--- src/rtl/adc_fill_pkg.sv ---
// adc_fill_pkg: shared state encoding and default widths for the ADC fill sequencer
package adc_fill_pkg;
  localparam int FILL_W_DEF = 24;
  localparam int WIN_W_DEF  = 16;
  localparam int MISS_W_DEF = 16;
  typedef enum logic [1:0] {
    IDLE    = 2'd0,
    ARMED   = 2'd1,
    ACQUIRE = 2'd2,
    READOUT = 2'd3
  } state_t;
endpackage

--- src/rtl/adc_fill_num_reg.sv ---
// adc_fill_num_reg: fill-number counter with load (priority) and wrapping increment
// Ports: clk, rst_n (async active-low), load/load_val load a new value, inc advances by one, cnt is the current value.
module adc_fill_num_reg #(
  parameter int W = 24
) (
  input  logic         clk,
  input  logic         rst_n,
  input  logic         load,
  input  logic [W-1:0] load_val,
  input  logic         inc,
  output logic [W-1:0] cnt
);
  logic [W-1:0] cnt_q, cnt_d;
  always_comb cnt_d = load ? load_val : inc ? cnt_q + W'(1) : cnt_q;
  always_ff @(posedge clk or negedge rst_n)
    if (!rst_n) cnt_q <= '0;
    else cnt_q <= cnt_d;
  assign cnt = cnt_q;
endmodule

--- src/rtl/adc_fill_sequencer.sv ---
// adc_fill_sequencer: run-level controller opening ADC windows on triggers and handing fills to readout
// Ports: clk, rst_n (async active-low); run_start/run_stop run control; initial_fill_num, window_len, trigger stimulus;
// adc_acquire window strobe; fill_valid/fill_num/fill_ready readout handshake; busy, running, missed_triggers status.
module adc_fill_sequencer import adc_fill_pkg::*; #(
  parameter int FILL_W = FILL_W_DEF,
  parameter int WIN_W  = WIN_W_DEF,
  parameter int MISS_W = MISS_W_DEF
) (
  input  logic              clk,
  input  logic              rst_n,
  input  logic              run_start,
  input  logic              run_stop,
  input  logic [FILL_W-1:0] initial_fill_num,
  input  logic [WIN_W-1:0]  window_len,
  input  logic              trigger,
  output logic              adc_acquire,
  output logic              fill_valid,
  output logic [FILL_W-1:0] fill_num,
  input  logic              fill_ready,
  output logic              busy,
  output logic              running,
  output logic [MISS_W-1:0] missed_triggers
);
  state_t             state_q, state_d;
  logic [WIN_W-1:0]   win_q, win_d;
  logic [MISS_W-1:0]  miss_q, miss_d;
  logic [FILL_W-1:0]  num_q, num_d, fill_cnt;
  logic               stop_q, stop_d, load, inc, in_fill;
  logic               adc_acquire_q, adc_acquire_d, fill_valid_q, fill_valid_d;
  logic               busy_q, busy_d, running_q, running_d;

  adc_fill_num_reg #(.W(FILL_W)) u_num (
    .clk      (clk),
    .rst_n    (rst_n),
    .load     (load),
    .load_val (initial_fill_num),
    .inc      (inc),
    .cnt      (fill_cnt)
  );

  assign in_fill = state_q == ACQUIRE || state_q == READOUT;

  always_comb begin
    state_d = state_q;
    win_d   = win_q;
    num_d   = num_q;
    load    = 1'b0;
    inc     = 1'b0;
    miss_d  = (in_fill && trigger && miss_q != '1) ? miss_q + MISS_W'(1) : miss_q;
    stop_d  = stop_q | (in_fill & run_stop);
    unique case (state_q)
      IDLE: if (run_start && !run_stop) begin
        load    = 1'b1;
        miss_d  = '0;
        state_d = ARMED;
      end
      ARMED: if (run_stop) state_d = IDLE;
      else if (trigger) begin
        win_d   = (window_len == '0) ? WIN_W'(1) : window_len;
        num_d   = fill_cnt;
        state_d = ACQUIRE;
      end
      ACQUIRE: begin
        win_d   = win_q - WIN_W'(1);
        state_d = (win_q == WIN_W'(1)) ? READOUT : ACQUIRE;
      end
      READOUT: if (fill_ready) begin
        inc     = 1'b1;
        // a stop arriving in the handshake cycle itself still ends the run
        state_d = (stop_q || run_stop) ? IDLE : ARMED;
      end
    endcase
    if (state_d == IDLE) stop_d = 1'b0;
    adc_acquire_d = state_d == ACQUIRE;
    fill_valid_d  = state_d == READOUT;
    busy_d        = state_d == ACQUIRE || state_d == READOUT;
    running_d     = state_d != IDLE;
  end

  always_ff @(posedge clk or negedge rst_n)
    if (!rst_n) begin
      state_q       <= IDLE;
      win_q         <= '0;
      miss_q        <= '0;
      num_q         <= '0;
      stop_q        <= 1'b0;
      adc_acquire_q <= 1'b0;
      fill_valid_q  <= 1'b0;
      busy_q        <= 1'b0;
      running_q     <= 1'b0;
    end else begin
      state_q       <= state_d;
      win_q         <= win_d;
      miss_q        <= miss_d;
      num_q         <= num_d;
      stop_q        <= stop_d;
      adc_acquire_q <= adc_acquire_d;
      fill_valid_q  <= fill_valid_d;
      busy_q        <= busy_d;
      running_q     <= running_d;
    end

  assign adc_acquire     = adc_acquire_q;
  assign fill_valid      = fill_valid_q;
  assign fill_num        = num_q;
  assign busy            = busy_q;
  assign running         = running_q;
  assign missed_triggers = miss_q;
endmodule

--- config.mk ---
export PLATFORM = sky130hd
export DESIGN_NAME = adc_fill_sequencer
export DESIGN_NICKNAME = d
export VERILOG_FILES = /design/src/rtl/adc_fill_pkg.sv /design/src/rtl/adc_fill_num_reg.sv /design/src/rtl/adc_fill_sequencer.sv
export SDC_FILE = /design/constraint.sdc
export NUM_CORES = 1
export LEC_CHECK = 0
export ABC_CLOCK_PERIOD_IN_PS = 4100
export CAP_MARGIN = 20
export CELL_PAD_IN_SITES_DETAIL_PLACEMENT = 0
export CELL_PAD_IN_SITES_GLOBAL_PLACEMENT = 2
export CORE_ASPECT_RATIO = 1.5
export CORE_MARGIN = 3
export CORE_UTILIZATION = 43
export CTS_BUF_LIST = sky130_fd_sc_hd__clkbuf_8
export CTS_CLUSTER_SIZE = 24
export DETAILED_ROUTE_END_ITERATION = 16
export DONT_BUFFER_PORTS = 1
export PLACE_DENSITY = 0.94
export SYNTH_ARGS = -nofsm -noshare
export SYNTH_HDL_FRONTEND = slang
export SYNTH_SLANG_ARGS = --single-unit
--- constraint.sdc ---
create_clock -name clk -period 4.1 [get_ports clk]
set_input_delay 0.205 -clock clk [delete_from_list [all_inputs] [get_ports clk]]
set_output_delay 0.205 -clock clk [all_outputs]
set_load 0.03 [all_outputs]
Word-level counts from Yosys, hierarchy flattened --
Cells that the tools add are included.
Word-level totals: word-level logic and storage cells 61, output and inout bits 44, bits in registers 87
Cells by class: mux-type cells 21, equal/unequal tests 9, add/subtract/negate cells 3, reduce and logical (&&, ||, !) cells 15, bitwise logic cells 3
Operators with widths (count):
- 16-bit two-way mux | 6
- 24-bit two-way mux | 2
- 16-bit one-hot mux with 2 select lines | 1
- 24-bit by 1-bit adder with 24-bit output (second input constant) | 1
- 16-bit by 1-bit adder with 16-bit output (second input constant) | 1
- 16-bit by 1-bit == test with 1-bit output (second input constant) | 1
- 16-bit logical NOT | 1
- 16-bit inequality test (second input constant) | 1
- 16-bit by 1-bit subtractor with 16-bit output (second input constant) | 1
- 2-bit == test (second input constant) | 4
- 2-bit two-way mux | 4
- 2-bit one-hot mux with 4 select lines | 1
- 1-bit two-way mux | 7
- 3-bit AND reduction | 2
- 2-bit nonzero test | 3
- 2-bit logical NOT | 2
- 2-bit inequality test (second input constant) | 2
- 1-bit logical AND | 3
- 1-bit logical OR | 3
- 2-bit by 1-bit == test with 1-bit output (second input constant) | 1
- 1-bit bitwise AND | 1
- 1-bit logical NOT | 1
- 1-bit inverter | 1
- 1-bit bitwise OR | 1

Longest topological paths before layout --
depth after elaboration 7, gate-level depth with buffers 7, gate-level depth less buffers 7

Hierarchy --
A second synthesis with hierarchy kept.
Second synthesis, totals: cell total of the unflattened synthesis 491, area, all modules 4395.5 um^2
Modules (own cells, without submodules):
- adc_fill_sequencer | sequential area each 1576.5 um^2, cells each 337, area each 3040.4 um^2, times used 1
- adc_fill_num_reg | sequential area each 600.6 um^2, cells each 154, area each 1355.0 um^2, times used 1

Least setup slack after synthesis --
Ideal clock, no wire load.
kind register to register, from reg win_q[8], to reg win_q[13], data required time 3.969 ns, buffers on the path 0, arrival 1.668 ns, slack 2.301 ns, library setup time 0.131 ns, cell stages (with the launch flop) 6, cell sequence dfrtp_1 > or3_1 > or2_1 > or4_1 > nand3_1 > o211ai_1
Between the ends: word-level cells in the longest chain between the ends 2
RTL lines:
- start, declared | line adc_fill_sequencer.sv:25 | logic [WIN_W-1:0] win_q, win_d;
- start signal, assigned | line adc_fill_sequencer.sv:93 | win_q <= win_d;
- 16-bit by 1-bit subtractor with 16-bit output | line adc_fill_sequencer.sv:64 | win_d = win_q - WIN_W'(1);
- 16-bit one-hot mux with 2 select lines | line adc_fill_sequencer.sv:51 | unique case (state_q)
Every way passes these cells. A chain may end at the register's enable or synchronous reset.

Worst setup path after layout --
from reg state_q[1], to reg win_q[13]
Between the ends: word-level cells in the longest chain between the ends 3
RTL lines:
- start, declared | line adc_fill_sequencer.sv:24 | state_t state_q, state_d;
- start signal, assigned | line adc_fill_sequencer.sv:92 | state_q <= state_d;
- 2-bit by 1-bit == test with 1-bit output or 2-bit == test (tied branches) | line adc_fill_sequencer.sv:51
- 2-bit inequality test (no line) or 2-bit nonzero test (tied branches)
- 3-bit AND reduction (no line)
Parallel ways exist; a longest one is shown, timed or not.

==> out/metrics.cfg <==
[run_status]
status = finished clean

[clocking]
numCtsBuffers = 9
cts-root-buf = clkbuf_8
clock-sinks = 87
path_clk_slew_ps = 90
post-cts-setup-buffer-count = 0
cts_tree = built
clock_latency_ps = 370
cts.htree.levels = 3
cts_buffer_depth = 2

[critical_path]
r2r_cells = 5
crit_required_ps = 4350
crit_fanout = 14
cp-start-kind = register
reg2reg_setup_slack_ps = 1700
r2r_start = state_q[1]
r2r-end = win_q[13]
cp-end-kind = register
crit_arrival_ps = 2660
crit_type = reg -> reg

[drt]
wl_per_cell_um = 16.4
top_layer = met4
ant_nets = 0
first_pass_iters = 4
met1_length_um = 4240
drc = 0
dr_wl_met3_um = 525
vias = 3566
wl_met2_um = 5370
vias_per_cell = 5.65
first_iter_violations = 159
wl_um = 10400

[timing]
setup_viol = 0
finalMaxSlewViolations = 0
max_freq_mhz = 416
rsz0062_at_grt = false
tns_ps = 0
worst_pin_slew_ps = 657
layout_min_cycle_time_ps = 2400
hold_viol_final = 0
timing.hold.ws_ps = 18.9
slew_headroom_pct = 56.1
finalWorstSetupSlack_ps = 1700
finalCritPeriodShare_pct = 58.6
skew_ps = 9.88

[synthesis]
synth_edf_count = 0
syn-cell-area_sq_um = 4300
synth_seq_area_share_pct = 50.6
postSynthAreaPerCell_sq_um = 9.06
synth_cells = 475
async_flop_share_pct = 100
syn_nets = 525
synthFlopType = dfrtp_1
synth_seq_cells = 87
yosys_warnings = 0
synth_cell_types = 49

[power_and_ir_drop]
power.density_nw_per_um2 = 622
swShare_pct = 43.2
power.share.clock_pct = 17.7
leakage_nw = 2.13
p_switching_mw = 1.35
vdd_drop_max_mv = 0.342
p_comb_share_pct = 24.2
p_int_mw = 1.77
power_frac_seq_pct = 58.1

[layout]
regArea_sq_um = 2180
antenna_cells = 0
fin_nets = 561
areaGrowthSynthToFinish_pct = 16.5
fill_cells = 924
multiInputGateArea_sq_um = 2030
design_area_sq_um = 5010
drive_above_1_share_pct = 5.04

[place]
place_ws_ps = 1700
post_dp_cell_area_sq_um = 4410
port_buffers = 0
gp_congestion = 0.828
dp_hpwl_um = 7220

[worst_hold_path]
hp-class = in -> reg
worstHoldPathCells = 2
whs_endpoint = win_q[11]
hp-start = window_len[11]

[floorplanning]
rows = 44
start_util_pct = 44.2
core_sq_um = 9740
io_pins = 90
die_h_um = 129
dieArea_sq_um = 11300
die-width_um = 87.7

[grt]
antenna_found_initial = 0
grt_usage_pct = 19.8
grt_pass1_vias = 3683
grt_first_pass_wirelength_um = 17600
grt_max_degree = 88
grt-ovfl-total = 0

[run]
maxCapViolations = 0

## final cells by class
type | instances | share of cell area, %
well taps | 115 | 2.87
multi-input cells | 360 | 40.5
flip-flops and latches | 87 | 43.4
clock inverters | 5 | 0.524
repair buffers | 43 | 8.88
inverters | 10 | 0.749
clock buffers | 11 | 3.02
## sequential cells by signal, summed over array words and instances, names as in the netlist
name,count
adc_acquire,1
running,1
fill_num,24
fill_valid,1
state_q,2
stop_q,1
missed_triggers,16
u_num.cnt,24
win_q,16
busy,1
## cells in the mapped netlist, drive strengths merged, types with 3 or more instances
cell type,count,share of area [%]
nor2,32,2.8
inv,10,0.87
nand2,126,11
nand3,24,3.1
clkbuf,12,1.0
and4,4,0.81
xnor2,14,2.8
nor3,8,1.2
xor2,18,3.7
nor4,9,1.7
and3,7,1.0
dfrtp,87,51
o211ai,13,2.3
a31oi,3,0.44
o311ai,5,1.0
or3,4,0.58
nand4,16,2.3
o21ai,30,3.6
ha,4,1.2
buf,6,0.73
a21oi,12,1.4
nand3b,3,0.52
nand2b,3,0.44
## power groups by stage
stage	clock [mW]	combinational [mW]	sequential, mW
detailed placement	0	0.712	1.83
global placement	0	0.686	1.82
global route	0.605	0.889	1.87
CTS	0.571	0.766	1.82
finish	0.551	0.756	1.81
floorplan	0	0.622	1.70
## routing by layer
metal	vias to the layer above	track usage (%)
met3	19	5.32
met5	-	0
li1	1722	-
met2	89	33.3
met4	0	8.31
met1	1736	23.5
## cell usage in the layout (no fill, tap or decap), types with 2 or more instances in the layout
| cell type | count |
|---|---|
| inv_1 | 13 |
| nor3_1 | 6 |
| or3_1 | 4 |
| a31oi_1 | 3 |
| nor2_1 | 32 |
| clkinvlp_4 | 2 |
| mux2i_1 | 2 |
| o21ai_1 | 3 |
| ha_1 | 4 |
| nand2_1 | 126 |
| nor4_1 | 8 |
| nand4_1 | 16 |
| buf_4 | 3 |
| a21oi_1 | 12 |
| o21a_1 | 2 |
| and4_1 | 4 |
| nand2b_1 | 3 |
| nand3b_1 | 3 |
| nor3b_1 | 2 |
| o211ai_1 | 13 |
| xnor2_1 | 14 |
| a32oi_1 | 2 |
| o311ai_0 | 5 |
| and3_1 | 7 |
| o21ai_0 | 26 |
| dfrtp_1 | 87 |
| or4_1 | 2 |
| dlygate4sd3_1 | 38 |
| clkbuf_8 | 11 |
| nand3_1 | 23 |
| xor2_1 | 18 |
## through the flow
| step | std cells | total power, mW | util (%) |
|---|---|---|---|
| finish | 631 | 3.12 | 51.5 |
| global route | 631 | 3.36 | 51.5 |
| CTS | 630 | 3.15 | 51.3 |
| detailed placement | 575 | 2.54 | 45.3 |
| global placement | 575 | 2.50 | 45.3 |
| floorplan | 475 | 2.32 | - |
## critical path: stages, from the launching register on
cell	delay [ps]
dfrtp_1	670
nor2b_1	610
nand4_1	340
or4_1	490
nand3_1	100
o211ai_1	90
## worst max path at each step
| stage | start | to | cells past startpoint |
|---|---|---|---|
| final | state_q[1] | win_q[13] | 5 |
| after global routing | state_q[1] | win_q[13] | 5 |
| after CTS | state_q[1] | win_q[13] | 5 |
| after detailed placement | state_q[1] | win_q[13] | 5 |
| after global placement | state_q[1] | win_q[13] | 5 |
| after floorplan | win_q[8] | win_q[13] | 5 |
## logic make-up (layout without fill, tap and decap cells)
kind of cell,Yosys count,count (layout),share of synthesized area [%]
xor+xnor,32,32,6.51
buf+inv,28,69,2.65
fa+ha+maj,4,4,1.16
compound gates,73,73,10.6
mux,2,2,0.465
simple gates,249,249,28.0
flops,87,87,50.6
## repair_timing
action	CTS	global route
resized for setup	0	0
hold buffers	39	0
endpoints found under the hold margin	124	0
Power figures use the tool's default switching activity.
